## config.mk

```make
export PLATFORM = sky130hd
export DESIGN_NAME = tbird_step_scheduler
export DESIGN_NICKNAME = d
export VERILOG_FILES = /design/src/rtl/tbird_pkg.sv /design/src/rtl/lever_debounce.sv /design/src/rtl/tbird_step_scheduler.sv
export SDC_FILE = /design/constraint.sdc
export NUM_CORES = 1
export LEC_CHECK = 0
export ABC_AREA = 1
export BUFFER_PORTS_ARGS = -buffer_cell sky130_fd_sc_hd__buf_2
export CAP_MARGIN = 20
export CORE_UTILIZATION = 61
export DETAILED_ROUTE_END_ITERATION = 10
export GPL_ROUTABILITY_DRIVEN = 0
export GPL_TIMING_DRIVEN = 0
export MAX_ROUTING_LAYER = met4
export PLACE_DENSITY = 0.82
export SKIP_CTS_REPAIR_TIMING = 1
export SLEW_MARGIN = 10
export SYNTH_ARGS = -nofsm -noshare
export SYNTH_HDL_FRONTEND = slang
export SYNTH_HIERARCHICAL = 1
export SYNTH_SLANG_ARGS = --single-unit
```

## constraint.sdc

```tcl
create_clock -name clk -period 4.3 [get_ports clk]
set_input_delay 0.645 -clock clk [delete_from_list [all_inputs] [get_ports clk]]
set_output_delay 0.645 -clock clk [all_outputs]
set_load 0.005 [all_outputs]
```

## src/rtl/tbird_pkg.sv

```systemverilog
// rtl/tbird_pkg.sv - shared lamp codes, scheduler/command enums and helpers
package tbird_pkg;

  localparam logic [2:0] LAMP_IDLE = 3'b000;
  localparam logic [2:0] LAMP_LR3  = 3'b001;
  localparam logic [2:0] LAMP_R1   = 3'b010;
  localparam logic [2:0] LAMP_R2   = 3'b011;
  localparam logic [2:0] LAMP_R3   = 3'b100;
  localparam logic [2:0] LAMP_L1   = 3'b101;
  localparam logic [2:0] LAMP_L2   = 3'b110;
  localparam logic [2:0] LAMP_L3   = 3'b111;

  typedef enum logic [1:0] {
    SCHED_OFF,
    SCHED_RUN,
    SCHED_DRAIN
  } sched_state_t;

  typedef enum logic [1:0] {
    CMD_NONE,
    CMD_LEFT,
    CMD_RIGHT,
    CMD_HAZ
  } cmd_t;

  // Hazard wins, and both levers together also mean hazard
  function automatic cmd_t arbitrate(input logic l, input logic r, input logic h);
    cmd_t c;
    if (h || (l && r)) c = CMD_HAZ;
    else if (l)        c = CMD_LEFT;
    else if (r)        c = CMD_RIGHT;
    else               c = CMD_NONE;
    return c;
  endfunction

  // Last lit state of a sweep; leaving it completes one sequence
  function automatic logic is_seq_end(input logic [2:0] s);
    return (s == LAMP_R3) || (s == LAMP_L3) || (s == LAMP_LR3);
  endfunction

endpackage

```

## src/rtl/lever_debounce.sv

```systemverilog
// rtl/lever_debounce.sv - per-lever debounce on consecutive differing samples
module lever_debounce
#(
  parameter int DEB_CYCLES = 3
) (
  input  logic clk,
  input  logic clr_n,
  input  logic raw,
  output logic level
);

  logic [3:0] cnt;

  // count differing samples; any agreeing sample restarts the count
  always_ff @(posedge clk) begin
    if (!clr_n) begin
      level <= 1'b0;
      cnt   <= 4'd0;
    end else if (raw != level) begin
      if (cnt == 4'(DEB_CYCLES - 1)) begin
        level <= raw;
        cnt   <= 4'd0;
      end else begin
        cnt <= cnt + 4'd1;
      end
    end else begin
      cnt <= 4'd0;
    end
  end

endmodule

```

## src/rtl/tbird_step_scheduler.sv

```systemverilog
// rtl/tbird_step_scheduler.sv - debounce, arbitration and step pacing for the tail-light FSM
module tbird_step_scheduler
  import tbird_pkg::*;
#(
  parameter int TICK_DIV   = 4,
  parameter int DEB_CYCLES = 3
) (
  input  logic       clk,
  input  logic       clr_n,
  input  logic       left_in,
  input  logic       right_in,
  input  logic       haz_in,
  input  logic [2:0] ctl_state,
  output logic       step,
  output logic       cmd_left,
  output logic       cmd_right,
  output logic       cmd_haz,
  output logic       busy,
  output logic [7:0] seq_count
);

  localparam logic [7:0] DIV_LAST = 8'(TICK_DIV - 1);
  // command loads on the edge that enters the step cycle so the lamp samples it with the step
  localparam logic [7:0] DIV_LOAD = 8'(TICK_DIV - 2);

  logic         left_db, right_db, haz_db;
  cmd_t         req, cmd_q;
  sched_state_t state_q, state_d;
  logic [7:0]   div_q, div_d;
  logic         wrap, load_edge, hold_idle;

  lever_debounce #(.DEB_CYCLES(DEB_CYCLES)) u_deb_left  (.clk(clk), .clr_n(clr_n), .raw(left_in),  .level(left_db));
  lever_debounce #(.DEB_CYCLES(DEB_CYCLES)) u_deb_right (.clk(clk), .clr_n(clr_n), .raw(right_in), .level(right_db));
  lever_debounce #(.DEB_CYCLES(DEB_CYCLES)) u_deb_haz   (.clk(clk), .clr_n(clr_n), .raw(haz_in),   .level(haz_db));

  assign req       = arbitrate(left_db, right_db, haz_db);
  assign wrap      = (div_q == DIV_LAST);
  assign load_edge = (state_q != SCHED_OFF) && (div_q == DIV_LOAD);
  // a step at IDLE with nothing commanded would start a spurious sweep
  assign hold_idle = (ctl_state == LAMP_IDLE) && ((state_q == SCHED_DRAIN) || (cmd_q == CMD_NONE));

  // next state, divider advance and step decode
  always_comb begin
    state_d = state_q;
    div_d   = div_q;
    step    = 1'b0;
    case (state_q)
      SCHED_OFF: begin
        div_d = 8'd0;
        if (req != CMD_NONE) state_d = SCHED_RUN;
      end
      SCHED_RUN: begin
        div_d = wrap ? 8'd0 : div_q + 8'd1;
        step  = wrap && !hold_idle;
        if (req == CMD_NONE) state_d = SCHED_DRAIN;
      end
      SCHED_DRAIN: begin
        div_d = wrap ? 8'd0 : div_q + 8'd1;
        step  = wrap && !hold_idle;
        if (req != CMD_NONE)                          state_d = SCHED_RUN;
        else if (wrap && (ctl_state == LAMP_IDLE))    state_d = SCHED_OFF;
      end
      default: begin
        state_d = SCHED_OFF;
        div_d   = 8'd0;
      end
    endcase
  end

  // state, divider and busy registers
  always_ff @(posedge clk) begin
    if (!clr_n) begin
      state_q <= SCHED_OFF;
      div_q   <= 8'd0;
      busy    <= 1'b0;
    end else begin
      state_q <= state_d;
      div_q   <= div_d;
      busy    <= (state_d != SCHED_OFF);
    end
  end

  // command register: hazard preempts, left/right only swap between sweeps
  always_ff @(posedge clk) begin
    if (!clr_n) begin
      cmd_q <= CMD_NONE;
    end else if ((state_q == SCHED_DRAIN) && (load_edge || (state_d == SCHED_OFF))) begin
      cmd_q <= CMD_NONE;
    end else if ((state_q == SCHED_RUN) && load_edge &&
                 ((req == CMD_HAZ) || (ctl_state == LAMP_IDLE))) begin
      cmd_q <= req;
    end
  end

  // completed-sequence counter, bumped when a step leaves a final lamp state
  always_ff @(posedge clk) begin
    if (!clr_n)                               seq_count <= 8'd0;
    else if (step && is_seq_end(ctl_state))   seq_count <= seq_count + 8'd1;
  end

  assign cmd_left  = (cmd_q == CMD_LEFT);
  assign cmd_right = (cmd_q == CMD_RIGHT);
  assign cmd_haz   = (cmd_q == CMD_HAZ);

endmodule

```

After elaboration in Yosys (flattened, before gate mapping)

Index checks and enable logic that the tools add are counted.

Memories kept: 0
Flip-flop bits (word level): 36
Memory bits (read-only): 0
Word-level logic and storage cells: 80
Bits of input ports: 8
Bits in writable memories: 0
Latch bits: 0
Output and inout port bits: 13

Shift-type cells: 0
Add/sub/neg operators: 5
Equality and inequality tests: 17
$mul: 0
Reductions and logical operators: 33
Divide/modulo/power cells: 0
Order comparisons: 0
Bitwise operators: 5
Mux-type cells: 9

Operator list:

| kind                                                 | number |
|---|---|
| adder 8 x 1 -> 8 bit (second input constant)         | 2 |
| equality test 8 x 2 -> 1 bit (second input constant) | 2 |
| two-way mux 2 bit                                    | 7 |
| adder 4 x 1 -> 4 bit (second input constant)         | 3 |
| equality test 4 x 2 -> 1 bit (second input constant) | 3 |
| OR reduction 3 bit                                   | 4 |
| logical AND 1 bit                                    | 9 |
| equality test 2 bit (second input constant)          | 4 |
| zero test 2 bit                                      | 4 |
| equality test 3 bit (second input constant)          | 2 |
| logical OR 1 bit                                     | 6 |
| one-hot mux 2 bit (3 select lines)                   | 1 |
| AND reduction 2 bit                                  | 3 |
| nonzero test 2 bit                                   | 3 |
| inverter 1 bit                                       | 5 |
| equality test 2 x 1 -> 1 bit (second input constant) | 2 |
| OR reduction 2 bit                                   | 2 |
| equality test 3 x 1 -> 1 bit (second input constant) | 1 |
| zero test 3 bit                                      | 1 |
| inequality test 1 bit                                | 3 |
| zero test 1 bit                                      | 1 |
| two-way mux 1 bit                                    | 1 |

Logic depth before layout (Yosys ltp)

Gate-level depths: netlist of the first run.

Word-level depth: 10
Mapped depth: 10
Mapped depth without buffers: 10

Cells and area by module

Netlist of the first run, hierarchy kept.

By module, submodules not included:

| module               | cells each | sequential area each (sq um) | times used | area each (sq um) |
|---|---|---|---|---|
| tbird_step_scheduler | 173        | 420.4                        | 1          | 1197.4 |
| lever_debounce       | 29         | 100.1                        | 3          | 240.2 |

Worst setup path after synthesis of the first run

No wires, ideal clock.

Kind: input to output
From: in ctl_state[0]
To: out step
Buffers on the path: 0
Required time: 3655 ps
Stages: 4
Slack: 2586 ps
Arrival: 1069 ps
Cell sequence: nor2_1 -> nand2_1 -> a21oi_2 -> nor2_4

Longest elaborated chain between the ends: 5

RTL lines:

| item               | RTL line                                               | RTL |
|---|---|---|
| start: declaration | tbird_step_scheduler.sv:13                             | `input logic [2:0] ctl_state,` |
| zero test 3 bit    | tbird_step_scheduler.sv:40                             | `assign hold_idle = (ctl_state == LAMP_IDLE) && ((state_q == SCHED_DRAIN) \|\| (cmd_q == CMD_NONE));` |
| logical AND 1 bit  | tbird_step_scheduler.sv:40                             |  |
| zero test 1 bit    | tbird_step_scheduler.sv:54, tbird_step_scheduler.sv:59 |  |
| logical AND 1 bit  | tbird_step_scheduler.sv:54, tbird_step_scheduler.sv:59 |  |
| two-way mux 1 bit  | n/a                                                    |  |
| end: declaration   | tbird_step_scheduler.sv:14                             | `output logic step,` |

No other way between the ends.

Final worst setup path of the first run

From: reg div_q[0]
To: out step

Longest elaborated chain between the ends: 3

RTL lines:

| item                         | RTL line                                               | RTL |
|---|---|---|
| start: declaration           | tbird_step_scheduler.sv:29                             | `logic [7:0] div_q, div_d;` |
| start signal: assignment     | tbird_step_scheduler.sv:78                             | `div_q <= div_d;` |
| equality test 8 x 2 -> 1 bit | tbird_step_scheduler.sv:37                             | `assign wrap = (div_q == DIV_LAST);` |
| logical AND 1 bit            | tbird_step_scheduler.sv:54, tbird_step_scheduler.sv:59 |  |
| two-way mux 1 bit            | n/a                                                    |  |

No other way between the ends.

==> results.py, run 1 <==
metrics = {
    "timing": {
        "finalClockSkew_ns": 0.00319,
        "fmaxAchievable_ghz": 0.474,
        "finalSetupViolCount": 0,
        "final_hold_viol_count": 0,
        "rsz0062_at_grt": "false",
        "min_period_ns": 2.11,
        "drv_slew": 0,
        "fin_crit_sh": 0.491,
        "worstMarginPinSlew_ns": 0.396,
        "holdWs_ns": 0.476,
        "timing.slew.headroom": 0.734,
        "setup_tns_ns": 0,
    },
    "die": {
        "core-area_um2": 2880,
        "io_pins": 21,
        "die_area_um2": 3370,
        "die_h_um": 58.1,
        "rows": 19,
        "die_w_um": 58.1,
        "start_util": 0.667,
    },
    "synth": {
        "synth.area.top_cells": "dfxtp_1 (38%), nand2_1 (11%), ha_1 (8.5%), nor2_1 (7.6%), inv_1 (6.8%)",
        "ys_ff_latch": 36,
        "netlist_area_um2": 1920,
        "synth_area_leader_cell": "dfxtp_1",
        "synth_cells": 260,
        "syn_avg_cell_area_um2": 7.38,
        "yosysUniqueCellTypes": 28,
        "yosysWarningCount": 6,
        "synth_top_area_frac": 0.376,
        "synth_nets": 281,
        "seq_area_frac_synth": 0.376,
    },
    "power_and_ir_drop": {
        "cellLeakagePower_uw": 0.000976,
        "p_per_area_nw_per_um2": 285,
        "peakVddDrop_mv": 0.221,
    },
    "flow_run": {
        "cap_violations": 0,
    },
    "critical_path": {
        "cp_max_fo": 4,
        "reg2reg_slack_ns": 2.68,
        "start_kind": "register",
        "reg2reg_from": "state_q[0]",
        "endpoint_kind": "output port",
        "critPathMaxStageDelay_ns": 0.38,
        "path_class": "reg -> out",
        "startpoint": "div_q[0]",
        "timing.rr.end": "cmd_q[1]",
        "arrival_ns": 1.46,
        "crit_path_top_delay_cell": "dfxtp_1",
        "cpMostUsedCell": "nor2_4",
        "r2r_cells": 8,
        "required_ns": 3.65,
        "cp_cell_sequence": "ha_1 -> nand2_1 -> nor2_4 -> nand2_2 -> nor2_4 -> buf_2",
    },
    "drt": {
        "wl_per_cell_um": 10.1,
        "drtPass1Iterations": 4,
        "drt-initial-drc-count": 69,
        "drt_wl_total_mm": 3.32,
        "vias": 1653,
        "viasPerCell": 5.02,
        "detail-route-antenna-nets": 0,
        "route.detailed.drc": 0,
    },
    "grt": {
        "grt_antenna_before_repair": 0,
        "grt_pass1_vias": 1451,
        "grt_pass1_wl_mm": 5.82,
        "grt_overflow": 0,
        "grt_usage": 0.230,
        "grt_max_degree": 13,
    },
    "finish": {
        "final_area_um2": 2120,
        "num_antenna_cells": 0,
        "layout-drive-gt1-share": 0.181,
        "n_fill_cell": 245,
        "synthToLayoutAreaGrowth_pct": 10.4,
        "fin_nets": 308,
    },
    "hold_path": {
        "hold_depth": 1,
        "hold_path_class": "reg -> reg",
        "holdPathEnd": "div_q[0]",
        "hp-start": "div_q[0]",
    },
    "clock_network": {
        "cts_buffers": 5,
        "clock_sinks": 36,
        "tritoncts": "yes",
        "cts-root-buf": "clkbuf_4",
        "clk_pin_slew_ns": 0.10,
        "htreeDepth": 2,
        "clock_latency_ns": 0.32,
        "clk_path_buf_depth": 2,
    },
    "place": {
        "placed_area_um2": 2070,
        "io_buffers": 20,
        "hpwlAfterDp_mm": 2.56,
    },
    "outcome": {
        "status": "completed",
    },
}
==> report_power, final <==
group	total (uW)	switching (uW)	internal, uW
clock	163	102	60.3
combinational	83.4	52.6	30.8
sequential	356	10.8	346
total	602	166	437
==> logic make-up (layout without fill, tap and decap cells) <==
group | count (synthesis) | count (layout) | synth area share
AND/OR/NAND/NOR | 139 | 139 | 0.354
buffers and inverters | 38 | 65 | 0.0770
flip-flops | 36 | 36 | 0.376
AO/OA/AOI/OAI | 27 | 27 | 0.0770
adder cells (fa/ha/maj) | 13 | 13 | 0.0848
XOR/XNOR | 7 | 7 | 0.0320
==> metrics by stage <==
stage	total power, uW	cells	setup WS (ns)	utilization
after floorplan	424	260	2.59	-
after global placement	443	322	2.30	0.720
after detailed placement	446	322	2.29	0.720
after CTS	610	329	2.16	0.736
after global routing	640	329	2.06	0.736
final	602	329	2.19	0.736
==> routing by layer <==
| layer | global-route usage | part of all wire |
|---|---|---|
| met5 | - | 0 |
| met4 | 0.0884 | 0.010 |
| met3 | 0.0536 | 0.030 |
| met2 | 0.365 | 0.48 |
| met1 | 0.285 | 0.48 |
==> Yosys cell counts <==
library cell / instances
inv_2: 2
a21oi_2: 2
inv_1: 35
nor4_2: 1
nor3_1: 4
nor2_2: 3
ha_1: 13
nor2_1: 39
o21ai_2: 1
nand4_1: 7
nand3b_1: 3
xnor2_1: 7
nand2_4: 1
nand3_2: 3
dfxtp_1: 36
or2_1: 1
and3_1: 1
a31oi_1: 1
or2_2: 1
nor3_2: 1
nand2_2: 4
nand3_1: 9
clkinv_4: 1
nand2_1: 55
a21oi_1: 17
nor2_4: 6
o21ai_0: 3
o21ai_1: 3
==> cell type report <==
type / count / area [um^2] / share of cell area
Sequential cell: 36 / 721 / 0.340
Multi-Input combinational cell: 186 / 1050 / 0.496
Tap cell: 42 / 52.6 / 0.0248
Clock buffer: 6 / 41.3 / 0.0195
Inverter: 38 / 148 / 0.0697
Timing Repair Buffer: 20 / 100 / 0.0473
Clock inverter: 1 / 5.00 / 0.00236
==> cells in the final DEF (no fill, tap or decap), drive strengths merged <==
cell type / count
inv: 37
xnor2: 7
clkbuf: 6
dfxtp: 36
o21ai: 7
ha: 13
a21oi: 19
a31oi: 1
nand3: 12
nand3b: 3
nor3: 5
or2: 2
nor2: 48
clkinv: 2
nor4: 1
nand2: 60
nand4: 7
and3: 1
buf: 20
==> worst max-delay path by stage <==
stage,endpoint,slack [ns],cells past startpoint
final,step,2.19,6
after global routing,step,2.06,6
after CTS,step,2.16,6
after detailed placement,step,2.29,6
after global placement,step,2.30,6
after floorplan,step,2.59,4
==> sequential cells by signal, summed over array words and instances, names as in the netlist <==
name               cells
state_q                2
seq_count              8
u_deb_right/cnt        4
u_deb_haz/level        1
u_deb_left/cnt         4
busy                   1
u_deb_haz/cnt          4
cmd_q                  2
div_q                  8
u_deb_right/level      1
u_deb_left/level       1
==> worst max-delay path: cells and delay by family (launching register included) <==
family | cells | cell delay (ns)
AND/OR/NAND/NOR | 4 | 0.43
flip-flops | 1 | 0.38
adder cells (fa/ha/maj) | 1 | 0.21
buffers and inverters | 1 | 0.12
No activity file was read; power rests on OpenSTA's default activity.
==> inputs of run 2 (changes only) <==
ABC_AREA = 0   (was 1)
CORE_UTILIZATION = 57   (was 61)
PLACE_DENSITY = 0.78   (was 0.82)
clock period = 1.95 ns   (was 4.3 ns; I/O delays follow)
==> run 2 against run 1 <==
The flow now finishes with violations (DRC, setup timing). Largest power group unchanged. Via count is 11% lower. Sequential power increased by 120%. Synthesized area decreased by 7.7%. Largest cell class unchanged. Clock-buffer cell count fell by 1. Highest routed layer unchanged. Clock power grew to 3.3 times the previous value. Synthesized cell count shrank 28%. Clock skew grew 0.0070 ns. Worst hold slack worse by 0.26 ns. Combinational power is 69% higher. Power grew 140%.
==> results.py, run 2 <==
metrics = {
    "critical_path": {
        "start_kind": "register",
        "critPathMaxStageDelay_ns": 0.41,
        "r2r_cells": 8,
        "arrival_ns": 2.38,
        "endpoint_kind": "register",
        "cp_cell_sequence": "inv_4 -> ha_4 -> o21bai_4 -> a21bo_2 -> or3_1 -> buf_6 -> or4_4 -> a21oi_2",
        "cp_max_fo": 7,
        "timing.rr.end": "seq_count[7]",
        "required_ns": 2.24,
        "path_class": "reg -> reg",
        "crit_path_top_delay_cell": "or4_4",
        "reg2reg_from": "state_q[0]",
        "reg2reg_slack_ns": -0.13,
    },
    "timing": {
        "finalClockSkew_ns": 0.0102,
        "min_period_ns": 2.08,
        "fmaxAchievable_ghz": 0.480,
        "timing.slew.headroom": 0.693,
        "finalSetupViolCount": 4,
        "final_hold_viol_count": 0,
        "fin_crit_sh": 1.07,
        "worstMarginPinSlew_ns": 0.457,
        "drv_slew": 0,
        "rsz0062_at_grt": "true",
        "worst_slack_ns": -0.133,
    },
    "die": {
        "io_pins": 21,
        "die_h_um": 57.7,
        "die_w_um": 57.7,
        "core-area_um2": 2850,
        "start_util": 0.621,
        "die_area_um2": 3330,
        "rows": 19,
    },
    "drt": {
        "route.detailed.drc": 1,
        "detail-route-antenna-nets": 0,
        "vias": 1473,
        "drt-initial-drc-count": 43,
        "drt_wl_total_mm": 3.51,
        "viasPerCell": 5.69,
        "drtPass1Iterations": 7,
        "wl_per_cell_um": 13.5,
    },
    "power_and_ir_drop": {
        "internal_power_uw": 1090,
        "cellLeakagePower_uw": 0.000879,
        "comb_power_share": 0.097,
        "clkPwrFrac": 0.368,
        "switching_power_uw": 356,
        "peakVddDrop_mv": 0.444,
        "p_sw_frac": 0.246,
        "p_per_area_nw_per_um2": 673,
        "power_frac_seq": 0.535,
        "power_uw": 1440,
    },
    "hold_path": {
        "hold_depth": 3,
        "holdPathEnd": "u_deb_right/level",
        "hp-start": "right_in",
        "hold_path_class": "in -> reg",
    },
    "synth": {
        "synth_area_leader_cell": "dfxtp_1",
        "synth.most_common_cell": "dfxtp_1",
        "synth.area.top_cells": "dfxtp_1 (41%), ha_1 (9.2%), nor2_1 (6.6%), xor2_1 (5.9%), xnor2_1 (3.5%)",
        "synth-edff-count": 0,
        "async_flop_share": 0,
        "ys_ff_latch": 36,
        "netlist_area_um2": 1770,
        "ys.flop_type": "dfxtp_1",
        "yosysWarningCount": 6,
        "synth_nets": 209,
        "synth_top_area_frac": 0.407,
        "seq_area_frac_synth": 0.407,
        "synth_commonest_cells": "dfxtp_1 (36), nor2_1 (31), ha_1 (13), nand3_1 (12), xor2_1 (12)",
        "synth_cells": 188,
        "yosysUniqueCellTypes": 40,
        "syn_avg_cell_area_um2": 9.42,
    },
    "clock_network": {
        "cts-root-buf": "clkbuf_4",
        "clk_path_buf_depth": 2,
        "clock_latency_ns": 0.35,
        "cts_buffers": 5,
        "htreeDepth": 2,
        "clock_sinks": 36,
        "clk_pin_slew_ns": 0.12,
        "tritoncts": "yes",
    },
    "flow_run": {
        "cap_violations": 0,
    },
    "grt": {
        "grt_overflow": 0,
        "grt_max_degree": 13,
        "grt_usage": 0.234,
        "grt_pass1_wl_mm": 5.74,
        "grt_pass1_vias": 1382,
        "grt_antenna_before_repair": 0,
    },
    "finish": {
        "final_area_um2": 2150,
        "final_cell_mix": "dfxtp_1 (32), nor2_1 (31), buf_2 (20)",
        "num_antenna_cells": 0,
        "n_fill_cell": 209,
        "final_cells": 259,
        "layout-drive-gt1-share": 0.281,
        "fin_nets": 248,
        "final_common_cell": "dfxtp_1",
        "reg_top3": "div_q (8), seq_count (8)",
        "synthToLayoutAreaGrowth_pct": 21.3,
    },
    "place": {
        "post-place-ws_ns": -0.253,
        "placed_area_um2": 1940,
        "place_inst": 239,
        "hpwlAfterDp_mm": 2.40,
        "io_buffers": 20,
    },
    "outcome": {
        "status": "finished, violations left",
        "violations": "DRC, setup timing",
    },
}
-- run 2: cell count changes after synthesis, moves of 8 or more --
cell	before	now
nand2_1	55	4
inv_1	35	7
a21oi_1	17	5
xor2_1	0	12
nor2_1	39	31
-- run 2: critical path, delay by kind of cell (launching register included) --
family	cells	cell delay [ns]
flops	1	0.39
buf+inv	2	0.19
fa+ha+maj	1	0.16
simple gates	2	0.77
compound gates	3	0.51
-- run 2: logic make-up (layout without fill, tap and decap cells) --
logic type	after synthesis	in the layout	share of synthesized area
simple gates	83	83	0.269
flops	36	36	0.407
compound gates	24	24	0.0926
xor+xnor	19	19	0.0940
fa+ha+maj	13	13	0.0919
buf+inv	9	49	0.0233
mux	4	4	0.0226
-- run 2: power by group through the flow --
stage                     clock, uW  combinational [uW]  sequential (uW)
after floorplan                   0                80.2              786
final                           531                 141              773
after global routing            570                 157              776
after global placement            0                 108              788
after detailed placement          0                 117              790
after CTS                       542                 119              773
-- run 2: layer usage --
metal  vias to the layer above  track usage  wire, um
met5                         -            -         0
met4                         0        0.122        69
met3                         9       0.0670       146
met2                        36        0.389      1810
met1                       689        0.255      1480
li1                        739            -         -
-- run 2: cell type report --
| class | count | area (um^2) | share of cell area |
|---|---|---|---|
| inverters | 8 | 32.5 | 0.0151 |
| clock buffers | 5 | 37.5 | 0.0175 |
| well taps | 31 | 38.8 | 0.0181 |
| multi-input cells | 143 | 1070 | 0.497 |
| plain buffers | 1 | 11.3 | 0.00524 |
| flip-flops and latches | 36 | 731 | 0.340 |
| clock inverters | 3 | 42.5 | 0.0198 |
| repair buffers | 32 | 188 | 0.0874 |
-- run 2: through the flow --
| step | TNS [ns] | utilization | hold WS [ns] |
|---|---|---|---|
| detailed placement | -1.07 | 0.680 | 0.452 |
| global route | -0.805 | 0.753 | 0.233 |
| finish | -0.313 | 0.753 | 0.219 |
| floorplan | -0.0745 | - | 0.421 |
| global placement | -0.709 | 0.680 | 0.441 |
| CTS | -1.54 | 0.708 | 0.216 |
-- run 2: how the worst max path moves through the flow --
stage	startpoint	to	slack (ns)
after floorplan	state_q[0]	seq_count[5]	-0.04
after global placement	div_q[0]	cmd_q[1]	-0.16
after detailed placement	div_q[0]	cmd_q[0]	-0.25
after CTS	div_q[0]	cmd_q[0]	-0.35
after global routing	div_q[5]	seq_count[7]	-0.19
final	state_q[0]	seq_count[7]	-0.13
==> inputs of run 3 (changes only) <==
ABC_AREA = 1   (was 0)
CORE_UTILIZATION = 58   (was 57)
GPL_TIMING_DRIVEN = default   (was 0)
PLACE_DENSITY = 0.79   (was 0.78)
SLEW_MARGIN = default   (was 10)
==> run 3 against run 2 <==
The flow now finishes without violations. Fmax is 18% higher. Power is 4.8% lower. Clock power is 23% lower. Largest power group unchanged. Via count is 7.5% higher. Largest cell class unchanged. Flip-flop and latch count stayed put. Clock-buffer cell count is 3 higher. Critical path depth is 2 lower.
==> results.py, run 3 (synthesized netlist as in run 1, its figures left out) <==
metrics = {
    "timing": {
        "setup_tns_ns": 0,
        "timing.slew.headroom": 0.755,
        "min_period_ns": 1.77,
        "worst_slack_ns": 0.182,
        "fmaxAchievable_ghz": 0.566,
        "fin_crit_sh": 0.907,
        "worstMarginPinSlew_ns": 0.365,
        "drv_slew": 0,
        "finalSetupViolCount": 0,
        "final_hold_viol_count": 0,
        "rsz0062_at_grt": "false",
        "finalClockSkew_ns": 0.0101,
    },
    "die": {
        "io_pins": 21,
        "rows": 20,
        "die_w_um": 59.5,
        "die_h_um": 59.5,
        "core-area_um2": 3100,
        "die_area_um2": 3540,
        "start_util": 0.618,
    },
    "critical_path": {
        "cp_max_fo": 4,
        "required_ns": 1.66,
        "endpoint_kind": "output port",
        "start_kind": "register",
        "arrival_ns": 1.48,
        "r2r_cells": 9,
        "path_class": "reg -> out",
        "reg2reg_from": "state_q[0]",
        "startpoint": "div_q[0]",
    },
    "clock_network": {
        "clock_sinks": 36,
        "clk_path_buf_depth": 2,
        "cts-root-buf": "clkbuf_4",
        "cts_buffers": 5,
        "htreeDepth": 2,
        "tritoncts": "yes",
        "clock_latency_ns": 0.34,
        "clk_pin_slew_ns": 0.10,
    },
    "finish": {
        "final-seq-area_um2": 721,
        "final_common_cell": "nand2_1",
        "final_cells": 333,
        "reg_top3": "div_q (8), seq_count (8)",
        "synthToLayoutAreaGrowth_pct": 11.5,
        "n_fill_cell": 288,
        "fin_nets": 309,
        "final_cell_mix": "nand2_1 (55), nor2_1 (39), dfxtp_1 (36)",
        "num_antenna_cells": 0,
        "multiInputGateArea_um2": 1050,
        "layout-drive-gt1-share": 0.183,
    },
    "grt": {
        "grt_antenna_before_repair": 0,
        "grt_pass1_wl_mm": 5.30,
        "grt_pass1_vias": 1287,
        "grt_max_degree": 12,
        "grt_usage": 0.203,
        "grt_overflow": 0,
    },
    "place": {
        "hpwlAfterDp_mm": 2.39,
        "post-place-ws_ns": 0.394,
        "place_inst": 325,
        "io_buffers": 20,
    },
    "drt": {
        "drt_wl_total_mm": 3.14,
        "wl_per_cell_um": 9.43,
        "drt-initial-drc-count": 84,
        "drtPass1Iterations": 4,
        "viasPerCell": 4.75,
        "route.detailed.drc": 0,
        "vias": 1583,
        "detail-route-antenna-nets": 0,
    },
    "power_and_ir_drop": {
        "cellLeakagePower_uw": 0.000985,
        "p_per_area_nw_per_um2": 643,
        "peakVddDrop_mv": 0.407,
    },
    "hold_path": {
        "hold_path_class": "in -> reg",
        "hp-start": "haz_in",
        "hold_depth": 4,
    },
    "flow_run": {
        "cap_violations": 0,
    },
    "outcome": {
        "status": "completed",
    },
}
## run 3: cell count changes in the layout (fill, tap and decap cells not counted), moves of 4 or more
cell / delta
inv_1: +30
nor2b_1: -7
buf_4: -10
mux2i_1: -4
nor2_4: +6
a21oi_1: +13
dfxtp_1: +4
nand2_1: +51
nand4_1: +7
xor2_1: -12
nor2_1: +8
nand2_2: +4
## run 3: worst paths after layout
path	slack, ns	end
worst max-delay path	0.18	step
worst min-delay path	0.29	u_deb_haz/cnt[3]
worst max register to register	0.36	cmd_q[0]
worst min register to register	0.47	div_q[0]
## run 3: final cells by class
class                           count  area share
Timing Repair Buffer               21      0.0503
Clock buffer                        8      0.0275
Tap cell                           44      0.0257
Inverter                           38      0.0690
Sequential cell                    36       0.337
Multi-Input combinational cell    186       0.491
## run 3: worst max-delay path: stages, from the launching register on
cell and delay, ns:
dfxtp_1 0.38, ha_1 0.20, nand2_1 0.10, nor2_4 0.14, nand2_2 0.07, nor2_4 0.11, buf_2 0.13
## run 3: stage by stage
stage / util / instance area, um^2 / hold slack, ns / total power (uW)
6_report: 0.690 / 2140 / 0.287 / 1380
5_1_grt: 0.690 / 2140 / 0.274 / 1460
4_1_cts: 0.690 / 2140 / 0.274 / 1400
3_5_place_dp: 0.671 / 2080 / 0.449 / 984
3_3_place_gp: 0.671 / 2080 / 0.445 / 981
2_1_floorplan: - / 1920 / 0.409 / 935
## run 3: layer usage
layer | track usage | routed length, um
met4 | 0.0897 | 31
met2 | 0.308 | 1320
met3 | 0.0459 | 120
met1 | 0.258 | 1660
met5 | - | 0
## run 3: power breakdown
group,switching [uW],total (uW),internal (uW)
logic,114,183,69.1
registers,23.5,785,762
clock network,230,408,178
